### src/rtl/ps2_key_fifo.sv
// ps2_key_fifo
//   Receives PS/2 keyboard frames (start, 8 data bits LSB first, odd parity,
//   stop), folds E0/F0 prefixes into flags, and queues the resulting key
//   events in a first-word-fall-through FIFO.
//
//   Optional build macro: PS2_PARITY_CHECK_EN
//     defined   : frames with even parity are dropped and parity_err pulses
//     undefined : the parity bit is consumed and ignored, parity_err is 0
//
// Parameters
//   FILTER_LEN  : equal synchronized clk_kb samples needed to move the
//                 filtered keyboard clock
//   FIFO_DEPTH  : key event entries (power of two, >= 2)
//   TIMEOUT_CYC : idle cycles inside a frame before it is aborted
//
// Ports
//   clock, reset         : system clock, async active-low reset
//   clk_kb, data_kb      : raw PS/2 lines (asynchronous)
//   key_code/ext/break   : FIFO head entry, all zero when empty
//   key_valid, key_ready : head handshake; pop when both high
//   fifo_count           : stored entries
//   overflow             : pulse, event dropped on a full FIFO
//   frame_err            : pulse, bad stop bit or frame timeout
//   parity_err           : pulse, parity failure (checked builds only)
module ps2_key_fifo #(
  parameter int FILTER_LEN  = 8,
  parameter int FIFO_DEPTH  = 4,
  parameter int TIMEOUT_CYC = 5000
) (
  input  logic                          clock,
  input  logic                          reset,
  input  logic                          clk_kb,
  input  logic                          data_kb,
  output logic [7:0]                    key_code,
  output logic                          key_ext,
  output logic                          key_break,
  output logic                          key_valid,
  input  logic                          key_ready,
  output logic [$clog2(FIFO_DEPTH):0]   fifo_count,
  output logic                          overflow,
  output logic                          frame_err,
  output logic                          parity_err
);

  localparam int AW = $clog2(FIFO_DEPTH);
  localparam int TW = $clog2(TIMEOUT_CYC + 1);

  typedef enum logic [1:0] {IDLE, DATA, PARITY, STOP} state_t;

  typedef struct packed {
    logic       ext;
    logic       brk;
    logic [7:0] code;
  } key_entry_t;

  // ---------------------------------------------------------------------
  // Synchronizers and clock filter
  // ---------------------------------------------------------------------
  logic                  clk_s1_q, clk_s2_q, dat_s1_q, dat_s2_q;
  logic [FILTER_LEN-1:0] hist_q, hist_d;
  logic                  filt_q, filt_d, filt_dly_q;
  logic                  fall;

  always_comb begin
    // Window of the last FILTER_LEN synchronized samples, newest in bit 0.
    hist_d = (hist_q << 1) | FILTER_LEN'(clk_s2_q);
    filt_d = filt_q;
    if (&hist_d)       filt_d = 1'b1;
    else if (~|hist_d) filt_d = 1'b0;
  end

  assign fall = ~filt_q & filt_dly_q;

  always_ff @(posedge clock or negedge reset) begin
    if (!reset) begin
      clk_s1_q   <= 1'b1;
      clk_s2_q   <= 1'b1;
      dat_s1_q   <= 1'b1;
      dat_s2_q   <= 1'b1;
      hist_q     <= '1;
      filt_q     <= 1'b1;
      filt_dly_q <= 1'b1;
    end else begin
      clk_s1_q   <= clk_kb;
      clk_s2_q   <= clk_s1_q;
      dat_s1_q   <= data_kb;
      dat_s2_q   <= dat_s1_q;
      hist_q     <= hist_d;
      filt_q     <= filt_d;
      filt_dly_q <= filt_q;
    end
  end

  // ---------------------------------------------------------------------
  // Frame receiver
  // ---------------------------------------------------------------------
  state_t        state_q, state_d;
  logic [7:0]    shift_q, shift_d;
  logic [2:0]    bit_cnt_q, bit_cnt_d;
  logic [TW-1:0] tmo_q, tmo_d;
  logic          tmo_hit;
  logic          rx_vld_q, rx_vld_d;
  logic          frame_err_q, frame_err_d;
`ifdef PS2_PARITY_CHECK_EN
  logic          par_q, par_d;
  logic          parity_err_q, parity_err_d;
`endif

  // tmo_q counts edge-free cycles since the last edge, so it reads k-1 in the
  // k-th such cycle; the abort fires in the TIMEOUT_CYC-th one.
  assign tmo_hit = (state_q != IDLE) && !fall &&
                   (tmo_q == TW'(TIMEOUT_CYC - 1));

  always_comb begin
    state_d     = state_q;
    shift_d     = shift_q;
    bit_cnt_d   = bit_cnt_q;
    rx_vld_d    = 1'b0;
    frame_err_d = 1'b0;
`ifdef PS2_PARITY_CHECK_EN
    par_d        = par_q;
    parity_err_d = 1'b0;
`endif
    if (state_q == IDLE || fall) tmo_d = '0;
    else                         tmo_d = tmo_q + 1'b1;

    case (state_q)
      IDLE: begin
        if (fall && !dat_s2_q) begin
          state_d   = DATA;
          shift_d   = '0;
          bit_cnt_d = '0;
        end
      end
      DATA: begin
        if (fall) begin
          shift_d   = {dat_s2_q, shift_q[7:1]};
          bit_cnt_d = bit_cnt_q + 1'b1;
          if (bit_cnt_q == 3'd7) state_d = PARITY;
        end
      end
      PARITY: begin
        if (fall) begin
`ifdef PS2_PARITY_CHECK_EN
          par_d = dat_s2_q;
`endif
          state_d = STOP;
        end
      end
      STOP: begin
        if (fall) begin
          state_d = IDLE;
          if (!dat_s2_q) frame_err_d = 1'b1;
`ifdef PS2_PARITY_CHECK_EN
          else if (~^{shift_q, par_q}) parity_err_d = 1'b1;
`endif
          else rx_vld_d = 1'b1;
        end
      end
      default: state_d = IDLE;
    endcase

    if (tmo_hit) begin
      state_d   = IDLE;
      shift_d   = '0;
      bit_cnt_d = '0;
      tmo_d     = '0;
    end
  end

  always_ff @(posedge clock or negedge reset) begin
    if (!reset) begin
      state_q     <= IDLE;
      shift_q     <= '0;
      bit_cnt_q   <= '0;
      tmo_q       <= '0;
      rx_vld_q    <= 1'b0;
      frame_err_q <= 1'b0;
    end else begin
      state_q     <= state_d;
      shift_q     <= shift_d;
      bit_cnt_q   <= bit_cnt_d;
      tmo_q       <= tmo_d;
      rx_vld_q    <= rx_vld_d;
      frame_err_q <= frame_err_d;
    end
  end

`ifdef PS2_PARITY_CHECK_EN
  always_ff @(posedge clock or negedge reset) begin
    if (!reset) begin
      par_q        <= 1'b0;
      parity_err_q <= 1'b0;
    end else begin
      par_q        <= par_d;
      parity_err_q <= parity_err_d;
    end
  end
  assign parity_err = parity_err_q;
`else
  assign parity_err = 1'b0;
`endif

  // ---------------------------------------------------------------------
  // Prefix decode. Runs in the cycle after the stop bit; shift_q still holds
  // the byte because no new start bit can be filtered in that cycle.
  // ---------------------------------------------------------------------
  logic       ext_pend_q, ext_pend_d, brk_pend_q, brk_pend_d;
  logic       push;
  key_entry_t push_entry;

  always_comb begin
    ext_pend_d = ext_pend_q;
    brk_pend_d = brk_pend_q;
    push       = 1'b0;
    push_entry = {ext_pend_q, brk_pend_q, shift_q};
    if (rx_vld_q) begin
      if (shift_q == 8'hF0)      brk_pend_d = 1'b1;
      else if (shift_q == 8'hE0) ext_pend_d = 1'b1;
      else begin
        push       = 1'b1;
        ext_pend_d = 1'b0;
        brk_pend_d = 1'b0;
      end
    end
  end

  always_ff @(posedge clock or negedge reset) begin
    if (!reset) begin
      ext_pend_q <= 1'b0;
      brk_pend_q <= 1'b0;
    end else begin
      ext_pend_q <= ext_pend_d;
      brk_pend_q <= brk_pend_d;
    end
  end

  // ---------------------------------------------------------------------
  // Key event FIFO (first-word-fall-through)
  // ---------------------------------------------------------------------
  key_entry_t          mem_q [FIFO_DEPTH];
  logic [AW-1:0]       wr_ptr_q, wr_ptr_d, rd_ptr_q, rd_ptr_d;
  logic [AW:0]         cnt_q, cnt_d;
  logic                full, pop, do_push;
  logic                overflow_q, overflow_d;
  key_entry_t          head;

  assign key_valid = (cnt_q != '0);
  assign full      = (cnt_q == (AW+1)'(FIFO_DEPTH));
  assign pop       = key_valid && key_ready;
  // A pop in the same cycle frees the slot, so a full FIFO still accepts.
  assign do_push   = push && (!full || pop);

  always_comb begin
    wr_ptr_d   = wr_ptr_q;
    rd_ptr_d   = rd_ptr_q;
    cnt_d      = cnt_q;
    overflow_d = push && full && !pop;
    if (do_push) wr_ptr_d = wr_ptr_q + 1'b1;
    if (pop)     rd_ptr_d = rd_ptr_q + 1'b1;
    if (do_push && !pop)      cnt_d = cnt_q + 1'b1;
    else if (!do_push && pop) cnt_d = cnt_q - 1'b1;
  end

  always_ff @(posedge clock or negedge reset) begin
    if (!reset) begin
      wr_ptr_q   <= '0;
      rd_ptr_q   <= '0;
      cnt_q      <= '0;
      overflow_q <= 1'b0;
    end else begin
      wr_ptr_q   <= wr_ptr_d;
      rd_ptr_q   <= rd_ptr_d;
      cnt_q      <= cnt_d;
      overflow_q <= overflow_d;
    end
  end

  // Storage needs no reset: outputs are gated by key_valid.
  always_ff @(posedge clock) begin
    if (do_push) mem_q[wr_ptr_q] <= push_entry;
  end

  assign head       = mem_q[rd_ptr_q];
  assign key_code   = key_valid ? head.code : 8'h00;
  assign key_ext    = key_valid & head.ext;
  assign key_break  = key_valid & head.brk;
  assign fifo_count = cnt_q;
  assign overflow   = overflow_q;
  assign frame_err  = frame_err_q | tmo_hit;

endmodule

### config.mk
export PLATFORM = sky130hd
export DESIGN_NAME = ps2_key_fifo
export DESIGN_NICKNAME = d
export VERILOG_FILES = /design/src/rtl/ps2_key_fifo.sv
export SDC_FILE = /design/constraint.sdc
export NUM_CORES = 1
export LEC_CHECK = 0
export ABC_AREA = 1
export CORE_MARGIN = 1
export CORE_UTILIZATION = 30
export CTS_CLUSTER_DIAMETER = 150
export DETAILED_ROUTE_END_ITERATION = 10
export PLACE_DENSITY_LB_ADDON = 0.08
export SLEW_MARGIN = 30
export SYNTH_ARGS = -nofsm -noshare
export SYNTH_HDL_FRONTEND = slang
export SYNTH_SLANG_ARGS = --single-unit
### constraint.sdc
create_clock -name clock -period 3.1 [get_ports clock]
set_input_delay 0.465 -clock clock [delete_from_list [all_inputs] [get_ports clock]]
set_output_delay 0.465 -clock clock [all_outputs]
set_load 0.03 [all_outputs]
==> flow_summary.json <==
{
  "outcome": "completed",
  "remaining_drc_errors": 0,
  "design.final.nets": 475,
  "stdcell_area_um2": 4922,
  "worst_hold_path_type": "input pin to async pin",
  "cts_max_path_buffers": 2,
  "grt_antenna_before_repair": 0,
  "slew_headroom_pct": 56.73,
  "placementRows": 42,
  "worst_skew_pair.late_latency_ns": 0.35,
  "dp.final_hpwl_um": 5564,
  "areaGrowthSynthToFinish_pct": 17.71,
  "synth.distinct_cells": 37,
  "final_ant_viol_nets": 0,
  "synth-seq-area-share_pct": 59.63,
  "vias_per_cell": 4.427,
  "ctsHoldBuffers": 0,
  "dieHeight_um": 120.1,
  "maxCapViolCount": 0,
  "final_common_cell": "nor2_1",
  "detailedRoute.firstIterationViolations": 152,
  "floorplan.die_area_um2": 14410,
  "floorplan_die_width_um": 120.1,
  "max-vdd-ir-drop_uv": 386.0,
  "finalWeightedCongestion": 0.7757,
  "total_area_of_multi_input_combinational_cells_um2": 1431,
  "crit_path_max_fanout": 14,
  "yosys-top-cells-area": "edfxtp_1 (29%), dfrtp_1 (23%), dfstp_2 (8.2%)",
  "pin_count_of_the_biggest_net_entering_global_routing": 29,
  "post-synth-top-area-cell": "edfxtp_1",
  "worst_setup_path_end_kind": "output port",
  "mappedNetlistArea_um2": 4182,
  "timing.clock.skew_ns": 0.007043,
  "cts_tree": "built",
  "worst_setup_path_start_kind": "flop",
  "synthFlopType": "edfxtp_1",
  "tritoncts.num_buffers": 9,
  "cts.htree.levels": 3,
  "port_buffers": 20,
  "first_global_vias": 2896,
  "worstSetupPathType": "flop to output port",
  "tightestPinTransition_ns": 0.6491,
  "detailed_place.area_um2": 4603,
  "core_area_um2": 13400,
  "maxSlewViolCount": 0,
  "timing.final.setup_violations": 0,
  "ys_seq_elements": 91,
  "rr_startpoint": "fifo_count[0]",
  "drt-pass1-iter-count": 4,
  "cellPowerDensity_nw_per_um2": 860.0,
  "drt-total-wl_um": 8475,
  "crit_arrival_ns": 2.19,
  "final_hold_viol_count": 0,
  "achievable-frequency_mhz": 376.8,
  "synth_warnings": 0,
  "asyncSetResetFlopFracSynth_pct": 56.04,
  "nFillCells": 1388,
  "crit_path_start": "rd_ptr_q[0]",
  "drive_above_1_share_pct": 13.23,
  "register_area_um2": 2494,
  "syn_inst": 429,
  "fin_cells": 637,
  "routedWlPerCell_um": 13.30,
  "initial_core_util_pct": 31.20,
  "post-route-period-util_pct": 85.60,
  "ports": 22,
  "overflow": 0,
  "diodes": 0,
  "final_cell_mix": "nor2_1 (80), nand2_1 (65), inv_1 (45)",
  "post_synth.cell_area_avg_um2": 9.747,
  "synth_enable_flop_cells": 40,
  "grt_first_pass_wirelength_um": 14650,
  "worst-endpoint-required_ns": 2.63,
  "cts.sink_count": 91,
  "total_negative_setup_slacks_ns": 0,
  "groute.usage.overall_pct": 13.45,
  "power_leakage_nw": 2.145,
  "place.detailed.instances": 622,
  "detailroute.via_count": 2820,
  "cts.reportedPaths.clkPinSlew_ns": 0.07,
  "root_buf_cell": "clkbuf_16",
  "synth_largest_type_area_fraction_pct": 28.73,
  "report.power.total_mw": 4.233,
  "final_period_minus_worst_setup_slack_ns": 2.654,
  "syn_nets": 447,
  "unrepaired_setup_endpoints_after_global_routing": "no"
}
cells by family after synthesis:
| kind of cell | after synthesis | share of synthesized area [%] |
|---|---|---|
| fa+ha+maj | 13 | 4.069 |
| other cells | 1 | 0.08968 |
| flops | 91 | 59.63 |
| xor+xnor | 10 | 2.095 |
| compound gates | 44 | 5.596 |
| mux | 1 | 0.2693 |
| buf+inv | 63 | 6.134 |
| simple gates | 206 | 22.11 |
power by group:
group / switching [mW] / total (mW) / internal (mW) / leakage (nW)
Clock: 0.474 / 1.18 / 0.704 / 0.155
Combinational: 0.978 / 1.55 / 0.569 / 0.942
Sequential: 0.116 / 1.51 / 1.39 / 1.05
synthesized netlist by cell type (2+ instances only):
library cell,instances
buf_4,3
nor3_2,2
dfstp_2,13
nor2_2,4
xnor2_1,3
clkbuf_1,7
nor3b_1,3
nand2_4,2
nand3_1,23
inv_2,4
o21ai_0,23
xor2_1,7
and2_1,2
nor3_1,7
nor2_1,80
nand4_1,6
ha_1,12
or2_2,3
a21oi_1,18
nand2_1,65
dfrtp_1,38
inv_1,45
edfxtp_1,40
nor4_1,3
nand3_2,4
worst max-delay path: stages, from the launching register on:
cell and delay (ns):
dfrtp_1 0.40, inv_1 0.18, buf_4 0.23, o21ai_0 0.11, a21oi_1 0.21, clkdlybuf4s50_1 0.70
flip-flops by register name, summed over array words and instances (netlist names):
| name | flops |
|---|---|
| brk_pend_q | 1 |
| rx_vld_q | 1 |
| overflow | 1 |
| hist_q | 7 |
| tmo_q | 13 |
| mem_q | 40 |
| dat_s1_q | 1 |
| bit_cnt_q | 3 |
| clk_s2_q | 1 |
| filt_dly_q | 1 |
| state_q | 2 |
| filt_q | 1 |
| rd_ptr_q | 2 |
| wr_ptr_q | 2 |
| fifo_count | 3 |
| ext_pend_q | 1 |
| clk_s1_q | 1 |
| shift_q | 8 |
| frame_err_q | 1 |
| dat_s2_q | 1 |
layer usage:
layer,GRT usage (%),wire length (µm)
met3,2.329,187
met1,16.91,3992
met4,7.500,224
met2,21.84,4071
met5,0,0
timing repair:
action,CTS,global route
setup endpoints to repair,0,1
resized for setup,0,1
buffers inserted,0,0
final timing paths:
| kind | endpoint | slack [ns] | cells past startpoint |
|---|---|---|---|
| max | key_code[5] | 0.45 | 5 |
| min | state_q[0] | 0.13 | 1 |
| max reg2reg | fifo_count[2] | 0.74 | 12 |
| min reg2reg | dat_s2_q | 0.36 | 0 |
| max in group asynchronous | hist_q[5] | 2.15 | 2 |
| min in group clock | dat_s2_q | 0.36 | 0 |
area by class of cell:
cell class              instances  area share (%)
flip-flops and latches         91           50.66
multi-input cells             275           29.08
repair buffers                 30           5.541
clock buffers                   9           4.575
well taps                     176           4.474
inverters                      50           3.813
clock inverters                 6           1.856
per-stage QoR:
stage	setup WS (ns)	utilization, %	hold WS, ns
after floorplan	0.7638	-	0.1694
after global placement	0.3777	34.35	0.3452
after detailed placement	0.3126	34.35	0.3470
after CTS	0.05064	36.71	0.1669
after global routing	0.2801	36.73	0.2028
final	0.4464	36.73	0.1340
No activity file was read; power rests on OpenSTA's default activity.
